--- config.mk ---
export PLATFORM = sky130hd
export DESIGN_NAME = pc_fetch_unit_flat
export DESIGN_NICKNAME = d
export VERILOG_FILES = /design/src/rtl/pc_fetch_unit_pkg.sv /design/src/rtl/pc_fetch_unit_if.sv /design/src/rtl/pc_fetch_unit_fifo.sv /design/src/rtl/pc_fetch_unit.sv /design/src/flat_wrapper.sv
export SDC_FILE = /design/constraint.sdc
export NUM_CORES = 1
export LEC_CHECK = 0
export BUFFER_PORTS_ARGS = -buffer_cell sky130_fd_sc_hd__clkbuf_2
export CAP_MARGIN = 40
export CORE_MARGIN = 2
export CORE_UTILIZATION = 50
export CTS_BUF_LIST = sky130_fd_sc_hd__clkbuf_4
export DETAILED_ROUTE_END_ITERATION = 16
export GPL_ROUTABILITY_DRIVEN = 0
export GPL_TIMING_DRIVEN = 1
export HOLD_SLACK_MARGIN = 0.06
export PLACE_DENSITY = 0.75
export SLEW_MARGIN = 20
export SYNTH_ARGS = -nofsm -noshare
export SYNTH_HDL_FRONTEND = slang
export SYNTH_SLANG_ARGS = --single-unit
--- constraint.sdc ---
create_clock -name clk -period 8.45 [get_ports clk]
set_clock_uncertainty 0.05 [all_clocks]
set_input_delay 0 -clock clk [delete_from_list [all_inputs] [get_ports clk]]
set_output_delay 0 -clock clk [all_outputs]
set_load 0.005 [all_outputs]
--- src/rtl/pc_fetch_unit_pkg.sv ---
// Shared types and constants for the RV32I instruction-fetch stage.
package rv32i_fetch_pkg;

    typedef struct packed {
        logic [31:0] pc;
        logic [31:0] instr;
    } fetch_entry_t;

    localparam logic [31:0] PC_STEP          = 32'd4;
    localparam logic [31:0] DEFAULT_RESET_PC = 32'h0000_0000;

endpackage

--- src/rtl/pc_fetch_unit_if.sv ---
// Fetch-stage bus: instruction-memory request/response, execute redirect, decode handoff.
interface pc_fetch_unit_if;

    logic        imem_req_valid;
    logic        imem_req_ready;
    logic [31:0] imem_req_addr;
    logic        imem_rsp_valid;
    logic [31:0] imem_rsp_data;
    logic        redirect_valid;
    logic [31:0] redirect_target;
    logic        if_valid;
    logic [31:0] if_instr;
    logic [31:0] if_pc;
    logic        if_ready;
    logic        misalign_fault;

    modport master (
        output imem_req_valid, imem_req_addr, if_valid, if_instr, if_pc, misalign_fault,
        input  imem_req_ready, imem_rsp_valid, imem_rsp_data, redirect_valid, redirect_target,
               if_ready
    );

    modport slave (
        input  imem_req_valid, imem_req_addr, if_valid, if_instr, if_pc, misalign_fault,
        output imem_req_ready, imem_rsp_valid, imem_rsp_data, redirect_valid, redirect_target,
               if_ready
    );

endinterface

--- src/rtl/pc_fetch_unit_fifo.sv ---
// Fetch buffer: circular FIFO of {pc, instr} with flush; head is read combinationally.
module fetch_fifo
    import rv32i_fetch_pkg::*;
#(
    parameter int unsigned DEPTH   = 2,
    parameter type         entry_t = fetch_entry_t
) (
    input  logic                         clk,
    input  logic                         reset,
    input  logic                         i_push,
    input  entry_t                       i_push_data,
    input  logic                         i_pop,
    input  logic                         i_flush,
    output entry_t                       o_head,
    output logic [$clog2(DEPTH+1)-1:0]   o_count,
    output logic                         o_full,
    output logic                         o_empty
);

    localparam int unsigned CW = $clog2(DEPTH + 1);
    localparam int unsigned PW = (DEPTH > 1) ? $clog2(DEPTH) : 1;

    entry_t          r_mem [DEPTH];
    logic [PW-1:0]   r_rd;
    logic [PW-1:0]   r_wr;
    logic [CW-1:0]   r_count;
    logic            w_do_push;
    logic            w_do_pop;

    function automatic logic [PW-1:0] ptr_inc(input logic [PW-1:0] p);
        return (p == PW'(DEPTH - 1)) ? '0 : p + PW'(1);
    endfunction

    assign o_full    = (r_count == CW'(DEPTH));
    assign o_empty   = (r_count == '0);
    assign o_count   = r_count;
    assign o_head    = r_mem[r_rd];
    // Push into a full buffer is allowed only when the head leaves in the same cycle.
    assign w_do_pop  = i_pop && !o_empty;
    assign w_do_push = i_push && (!o_full || w_do_pop);

    always_ff @(posedge clk or posedge reset) begin
        if (reset) begin
            for (int i = 0; i < int'(DEPTH); i++) r_mem[i] <= '0;
            r_rd    <= '0;
            r_wr    <= '0;
            r_count <= '0;
        end else if (i_flush) begin
            r_rd    <= '0;
            r_wr    <= '0;
            r_count <= '0;
        end else begin
            if (w_do_push) begin
                r_mem[r_wr] <= i_push_data;
                r_wr        <= ptr_inc(r_wr);
            end
            if (w_do_pop) r_rd <= ptr_inc(r_rd);
            r_count <= r_count + CW'(w_do_push) - CW'(w_do_pop);
        end
    end

endmodule

--- src/rtl/pc_fetch_unit.sv ---
// RV32I fetch stage: PC, credit-limited imem requests, wrong-path drop after redirect.
// Optional misaligned-redirect trap enabled by defining RV_FETCH_MISALIGN_TRAP_EN.
module pc_fetch_unit
    import rv32i_fetch_pkg::*;
#(
    parameter logic [31:0] RESET_PC   = DEFAULT_RESET_PC,
    parameter int unsigned FIFO_DEPTH = 2
) (
    input  logic               clk,
    input  logic               reset,
    pc_fetch_unit_if.master    bus
);

    localparam int unsigned CW = $clog2(FIFO_DEPTH + 1);

    logic [31:0]   r_pc;
    logic [31:0]   r_rsp_pc;
    logic [CW-1:0] r_out;
    logic [CW-1:0] r_drop;
    logic          r_run;
    logic [CW-1:0] w_count;
    logic          w_full;
    logic          w_empty;
    fetch_entry_t  w_head;
    fetch_entry_t  w_push_data;
    logic          w_req_valid;
    logic          w_fire;
    logic          w_push;
    logic          w_pop;
    logic [CW-1:0] w_out_next;
    logic [31:0]   w_target;
    logic          w_fault;

`ifdef RV_FETCH_MISALIGN_TRAP_EN
    logic r_fault;

    assign w_target = bus.redirect_target;
    assign w_fault  = r_fault;

    // Sticky until reset; blocks all further requests.
    always_ff @(posedge clk or posedge reset) begin
        if (reset)
            r_fault <= 1'b0;
        else if (bus.redirect_valid && (bus.redirect_target[1:0] != 2'b00))
            r_fault <= 1'b1;
    end
`else
    assign w_target = bus.redirect_target & ~32'd3;
    assign w_fault  = 1'b0;
`endif

    // Buffered words plus in-flight requests may never exceed the buffer size.
    assign w_req_valid = r_run && !w_fault &&
                         (((CW+1)'(w_count) + (CW+1)'(r_out)) < (CW+1)'(FIFO_DEPTH));
    assign w_fire      = w_req_valid && bus.imem_req_ready;
    assign w_out_next  = r_out + CW'(w_fire) - CW'(bus.imem_rsp_valid);
    assign w_push      = bus.imem_rsp_valid && !bus.redirect_valid && (r_drop == '0) &&
                         (!w_full || w_pop);
    assign w_pop       = !w_empty && bus.if_ready && !bus.redirect_valid;
    assign w_push_data = '{pc: r_rsp_pc, instr: bus.imem_rsp_data};

    fetch_fifo #(
        .DEPTH   (FIFO_DEPTH),
        .entry_t (fetch_entry_t)
    ) u_fifo (
        .clk         (clk),
        .reset       (reset),
        .i_push      (w_push),
        .i_push_data (w_push_data),
        .i_pop       (w_pop),
        .i_flush     (bus.redirect_valid),
        .o_head      (w_head),
        .o_count     (w_count),
        .o_full      (w_full),
        .o_empty     (w_empty)
    );

    always_ff @(posedge clk or posedge reset) begin
        if (reset) begin
            r_pc     <= RESET_PC;
            r_rsp_pc <= RESET_PC;
            r_out    <= '0;
            r_drop   <= '0;
            r_run    <= 1'b0;
        end else begin
            r_run <= 1'b1;
            r_out <= w_out_next;
            if (bus.redirect_valid) begin
                // Everything still in flight after this edge belongs to the old path.
                r_pc     <= w_target;
                r_rsp_pc <= w_target;
                r_drop   <= w_out_next;
            end else begin
                if (w_fire) r_pc <= r_pc + PC_STEP;
                if (w_push) r_rsp_pc <= r_rsp_pc + PC_STEP;
                if (bus.imem_rsp_valid && (r_drop != '0)) r_drop <= r_drop - CW'(1);
            end
        end
    end

    assign bus.imem_req_valid = w_req_valid;
    assign bus.imem_req_addr  = r_pc;
    assign bus.if_valid       = !w_empty;
    assign bus.if_instr       = w_head.instr;
    assign bus.if_pc          = w_head.pc;
    assign bus.misalign_fault = w_fault;

endmodule

--- src/flat_wrapper.sv ---
// flat-port wrapper written by rule: the top's interface ports become plain ports
module pc_fetch_unit_flat import rv32i_fetch_pkg::*;
#(
    parameter logic [31:0] RESET_PC   = DEFAULT_RESET_PC,
    parameter int unsigned FIFO_DEPTH = 2
)
  (clk, reset, bus_imem_req_valid, bus_imem_req_addr, bus_if_valid, bus_if_instr, bus_if_pc, bus_misalign_fault, bus_imem_req_ready, bus_imem_rsp_valid, bus_imem_rsp_data, bus_redirect_valid, bus_redirect_target, bus_if_ready);
  pc_fetch_unit_if bus_i ();
  input  logic clk;
  input  logic reset;
  output wire logic [$bits(bus_i.imem_req_valid)-1:0] bus_imem_req_valid;
  output wire logic [$bits(bus_i.imem_req_addr)-1:0] bus_imem_req_addr;
  output wire logic [$bits(bus_i.if_valid)-1:0] bus_if_valid;
  output wire logic [$bits(bus_i.if_instr)-1:0] bus_if_instr;
  output wire logic [$bits(bus_i.if_pc)-1:0] bus_if_pc;
  output wire logic [$bits(bus_i.misalign_fault)-1:0] bus_misalign_fault;
  input wire logic [$bits(bus_i.imem_req_ready)-1:0] bus_imem_req_ready;
  input wire logic [$bits(bus_i.imem_rsp_valid)-1:0] bus_imem_rsp_valid;
  input wire logic [$bits(bus_i.imem_rsp_data)-1:0] bus_imem_rsp_data;
  input wire logic [$bits(bus_i.redirect_valid)-1:0] bus_redirect_valid;
  input wire logic [$bits(bus_i.redirect_target)-1:0] bus_redirect_target;
  input wire logic [$bits(bus_i.if_ready)-1:0] bus_if_ready;
  assign bus_imem_req_valid = bus_i.imem_req_valid;
  assign bus_imem_req_addr = bus_i.imem_req_addr;
  assign bus_if_valid = bus_i.if_valid;
  assign bus_if_instr = bus_i.if_instr;
  assign bus_if_pc = bus_i.if_pc;
  assign bus_misalign_fault = bus_i.misalign_fault;
  assign bus_i.imem_req_ready = bus_imem_req_ready;
  assign bus_i.imem_rsp_valid = bus_imem_rsp_valid;
  assign bus_i.imem_rsp_data = bus_imem_rsp_data;
  assign bus_i.redirect_valid = bus_redirect_valid;
  assign bus_i.redirect_target = bus_redirect_target;
  assign bus_i.if_ready = bus_if_ready;
  pc_fetch_unit #(.RESET_PC(RESET_PC), .FIFO_DEPTH(FIFO_DEPTH)) u_core (.clk(clk), .reset(reset), .bus(bus_i));
endmodule
Yosys cells after proc, flatten, opt, wreduce, memory -nomap -nowiden. Index checks and enable logic that the tools add are counted.

Output and inout port bits: 99. Bits in registers: 201. Bits of input ports: 70. Logic and storage cells: 74.

Equal/unequal tests: 1. Reductions and logical operators: 25. Multiplexer cells: 19. $lt $le $gt $ge: 4. Bitwise operators: 3. Add/sub/neg operators: 10.

Operators with widths (count): $mux 64 (4); $bwmux 128 (1); $mux 32 (4); $add 32x3->32 const B (2); $demux 64 s1 (1); $reduce_bool 2->1 (6); $logic_and 1x1->1 (11); $mux 1 (6); $mux 2 (3); $add 2x1->2 (2); $ge 2x2->1 const B (2); $logic_not 2->1 (2); $not 1->2 (2); $sub 2x1->2 (2); $add 2x2->3 (1); $logic_not 1->1 (3); $lt 3x2->1 const B (1); $add 1x1->1 const B (2); $eq 2x2->1 const B (1); $logic_or 1x1->1 (2); $lt 2x1->1 const B (1); $reduce_and 2->1 (1); $sub 2x1->2 const B (1); $not 1->1 (1).

Logic depth before layout (Yosys ltp).
Word-level depth: 10. Gate-level depth with buffers: 12. Mapped depth without buffers: 11.

Cells and area by module. Synthesis repeated with hierarchy kept, for this count alone.

Cell total of the unflattened synthesis: 830. Area, all modules: 10090.9 µm².

Modules (own cells, without submodules): fetch_fifo (cells each 366, instances 1, area each 5983.2 µm²); pc_fetch_unit (cells each 464, instances 1, area each 4107.7 µm²).

Worst setup path before layout. Ideal clock, no wire load.

Path kind: reg2reg. From: register u_core.u_fifo.r_count[0] (netlist: u_core.u_fifo.o_count[0]). To: register u_core.r_pc[14] (netlist: u_core.bus.imem_req_addr[14]). Buffers on the path: 0. Cell stages (with the launch flop): 8. Arrival: 2.241 ns. Required time: 8.275 ns. Period minus slack after synthesis: 2.415 ns. Slack: 6.035 ns. Cell sequence: dfrtp_1 > and2_1 > fa_1 > nand4bb_4 > nor3_1 > nand4_1 > xnor2_1 > mux2_2.

Cells in the longest elaborated chain, start to end: 5.

RTL lines: from (decl) (RTL line pc_fetch_unit_fifo.sv:26) `logic [CW-1:0] r_count;`; from (signal assigned) (RTL line pc_fetch_unit_fifo.sv:58) `r_count <= r_count + CW'(w_do_push) - CW'(w_do_pop);`; $add 2x2->3 (RTL line pc_fetch_unit.sv:54) `(((CW+1)'(w_count) + (CW+1)'(r_out)) < (CW+1)'(FIFO_DEPTH));`; $lt 3x2->1 (RTL line pc_fetch_unit.sv:54); $logic_and 1x1->1 (RTL line pc_fetch_unit.sv:53) `assign w_req_valid = r_run && !w_fault &&`; $logic_and 1x1->1 (RTL line pc_fetch_unit.sv:55) `assign w_fire = w_req_valid && bus.imem_req_ready;`; $reduce_bool 2->1 (no source line); to (signal assigned) (RTL line pc_fetch_unit.sv:90) `r_pc <= w_target;`; to (signal assigned) (RTL line pc_fetch_unit.sv:94) `if (w_fire) r_pc <= r_pc + PC_STEP;`; to (decl) (RTL line pc_fetch_unit.sv:16) `logic [31:0] r_pc;`.

No other way between the ends. A chain may end at the register's enable or synchronous reset.

Final worst setup path.
From: register u_core.u_fifo.r_count[0] (netlist: u_core.u_fifo.o_count[0]). To: register u_core.r_pc[12] (netlist: u_core.bus.imem_req_addr[12]).

Same word-level chain as after synthesis.

==> impl_metrics.tcl <==
set metrics [dict create \
    tns_ps 0 \
    final_cell_mix "dfrtp_1 (192), mux2_2 (186), clkbuf_2 (161), dlygate4sd3_1 (75), nand2_1 (55)" \
    finalCoreUtilization_pct 61.7 \
    synth_cell_type_count 65 \
    avgSynthCellArea_um2 12.3 \
    htreeDepth 4 \
    vias 6895 \
    internal_power_mw 2.02 \
    path_cells "and2_1 > fa_1 > nand4bb_4 > nor3_1 > nand2_1 > xor2_1 > o21ai_0 > dlygate4sd3_1" \
    layout-drive-gt1-share_pct 41.1 \
    p_sw_mw 0.947 \
    dp_hpwl_mm 14.1 \
    io-pin-count 169 \
    crit_path_end "u_core.bus.imem_req_addr[12]" \
    area_growth_pct 22.0 \
    drv_cap 0 \
    ys_async_sr_fraction_pct 100 \
    grt_pass1_vias 7024 \
    startpoint "u_core.u_fifo.o_count[0]" \
    combPwrFrac_pct 35.4 \
    critPathMaxFanout 5 \
    crit_type "register to register" \
    grt_max_degree 102 \
    leakage_nw 5.18 \
    min_path_cells 3 \
    via_per_inst 5.57 \
    crit_required_ps 8920 \
    status "completed" \
    dieArea_mm2 0.0199 \
    synth_top_area_share_pct 51.4 \
    final_common_cell "dfrtp_1" \
    fmax_mhz 312 \
    tritoncts "yes" \
    grt.total_usage_pct 22.3 \
    netlist_top_cells_area "dfrtp_1 (51%), mux2_2 (22%), nand2_1 (2.2%)" \
    final_hold_viol_count 0 \
    rsz0062_at_grt "no" \
    setup_violations 0 \
    num-nets-final 1068 \
    synth_edf_count 0 \
    reg2reg_slack_ps 5240 \
    seqPwrFrac_pct 48.4 \
    grt_pass1_wl_mm 35.4 \
    critPathSlowestCell "nor3_1" \
    cts_sinks 193 \
    clockRootBuffer "clkbuf_4" \
    ys_seq_elements 193 \
    finalCritPeriodShare_pct 38.0 \
    initialDrtViolationCount 472 \
    yosys.area.top_type "dfrtp_1" \
    synth-main-ff-cell "dfrtp_1" \
    synth_cells 764 \
    gr-total-overflow 0 \
    endpoint_kind "register" \
    pwr-share-clk_pct 16.2 \
    port_buffers 161 \
    vdd_drop_max_mv 0.150 \
    hp-class "input pin to register" \
    drcViolationCount 0 \
    insertion_delay_ps 570 \
    synth_area_mm2 0.00940 \
    core_mm2 0.0186 \
    ant_nets 0 \
    cts.path.max_buffers 2 \
    yosys_warnings 0 \
    die_h_um 141 \
    cp_slowest_stage_delay_ps 600 \
    wl_per_cell_um 17.3 \
    drtPass1Iterations 5 \
    slew_viol_final 0 \
    r2r_start "u_core.u_fifo.o_count[0]" \
    swShare_pct 31.9 \
    tightestPinTransition_ps 721 \
    drt_wl_total_mm 21.4 \
    synth_seq_area_share_pct 51.4 \
    reg2reg_to "u_core.bus.imem_req_addr[12]" \
    num_rows 50 \
    antenna_found_initial 1 \
    start_util_pct 50.6 \
    layout_min_cycle_time_ps 3210 \
    power.density_mw_per_mm2 259 \
    dieWidth_um 141 \
    clkSlewWorstSetupHoldPaths_ps 160 \
    reg2reg_depth 8 \
    cts_buffers 17 \
    cp.arrival_ps 3680 \
    post_cts_buffers 0 \
    relSlewSlack_pct 52.0 \
    startpoint_type "register" \
]
-- critical path, delay by kind of cell (launching register included) --
family / cells / cell delay, ps
buf+inv: 1 / 570
xor+xnor: 1 / 180
flops: 1 / 460
fa+ha+maj: 1 / 470
compound gates: 1 / 210
simple gates: 4 / 1220
-- area by class of cell --
| type | count | area, µm² |
|---|---|---|
| Clock buffer | 19 | 143 |
| Fill cell | 1505 | 7120 |
| Tap cell | 234 | 293 |
| Inverter | 17 | 76.3 |
| Multi-Input combinational cell | 516 | 4310 |
| Clock inverter | 13 | 129 |
| Timing Repair Buffer | 245 | 1680 |
| Sequential cell | 193 | 4830 |
| Antenna cell | 1 | 2.50 |
-- power by group through the flow --
stage | clock network, mW | registers, mW | logic (mW)
global route | 0.534 | 1.48 | 1.15
finish | 0.480 | 1.44 | 1.05
global placement | 0 | 1.44 | 0.993
CTS | 0.500 | 1.43 | 1.06
detailed placement | 0 | 1.46 | 1.03
floorplan | 0 | 1.39 | 0.705
-- registers in the layout, summed over array words and instances, names as in the netlist --
name / flops
u_core.r_rsp_pc: 30
u_core.u_fifo.r_mem: 124
u_core.u_fifo.r_wr: 1
u_core.r_out: 2
u_core.bus.imem_req_addr: 30
u_core.r_drop: 2
u_core.r_run: 1
u_core.u_fifo.r_rd: 1
u_core.u_fifo.o_count: 2
-- cell families after synthesis --
family | synth area share (%)
AOI/OAI and AO/OA | 5.69
other | 0.0799
xor gates and xnor gates | 4.01
and+or+nand+nor | 11.7
adders and majority gates | 1.15
buffers and inverters | 2.93
DFF | 51.4
muxes | 23.1
-- worst min path at each step --
stage | startpoint | endpoint | slack [ps]
after floorplan | bus_redirect_target[5] | u_core.bus.imem_req_addr[5] | 70
after global placement | bus_imem_rsp_data[19] | u_core.u_fifo.r_mem[83] | 190
after detailed placement | reset | u_core.u_fifo.r_mem[74] | -20
after CTS | bus_imem_rsp_data[20] | u_core.u_fifo.r_mem[84] | 80
after global routing | bus_imem_rsp_data[12] | u_core.u_fifo.r_mem[76] | 90
final | bus_imem_rsp_data[28] | u_core.u_fifo.r_mem[28] | 150
-- through the flow --
stage / std cells / area [µm²] / setup slack (ps) / hold slack [ps] / total power, mW
finish: 1238 / 11500 / 5240 / 146 / 2.97
global route: 1238 / 11500 / 5090 / 93.8 / 3.17
CTS: 1236 / 11400 / 5320 / 83.0 / 3.00
detailed placement: 1129 / 10400 / 5730 / -22.5 / 2.48
global placement: 1126 / 10400 / 5670 / 190 / 2.43
floorplan: 768 / 9410 / 3140 / 67.0 / 2.10
-- synth_stat cells (5+ instances only) --
cell,instances
nand4_1,17
and3_1,8
o21ai_0,23
nand3_1,30
o21ai_1,6
and2_1,5
nand2_1,56
ha_1,7
o211ai_1,9
mux2_2,186
clkbuf_1,15
buf_2,14
a21boi_0,5
nor3_1,6
dfrtp_1,193
xnor2_1,21
nor2_1,18
a31oi_1,5
o311ai_0,6
xor2_1,22
and4_1,9
nor4_1,10
buf_4,8
inv_1,14
a21oi_1,6
-- what timing repair did --
action,in CTS,in global routing
hold endpoints to repair,277,0
hold buffers,75,0
gates resized for setup,0,0
-- metal layers --
| metal | vias up | GRT usage [%] | wire (µm) |
|---|---|---|---|
| li1 | 3206 | - | - |
| met1 | 3447 | 28.5 | 9090 |
| met2 | 204 | 38.3 | 10900 |
| met3 | 38 | 3.70 | 847 |
| met4 | 0 | 8.32 | 526 |
| met5 | - | 0 | 0 |
No activity file was read; power rests on OpenSTA's default activity.
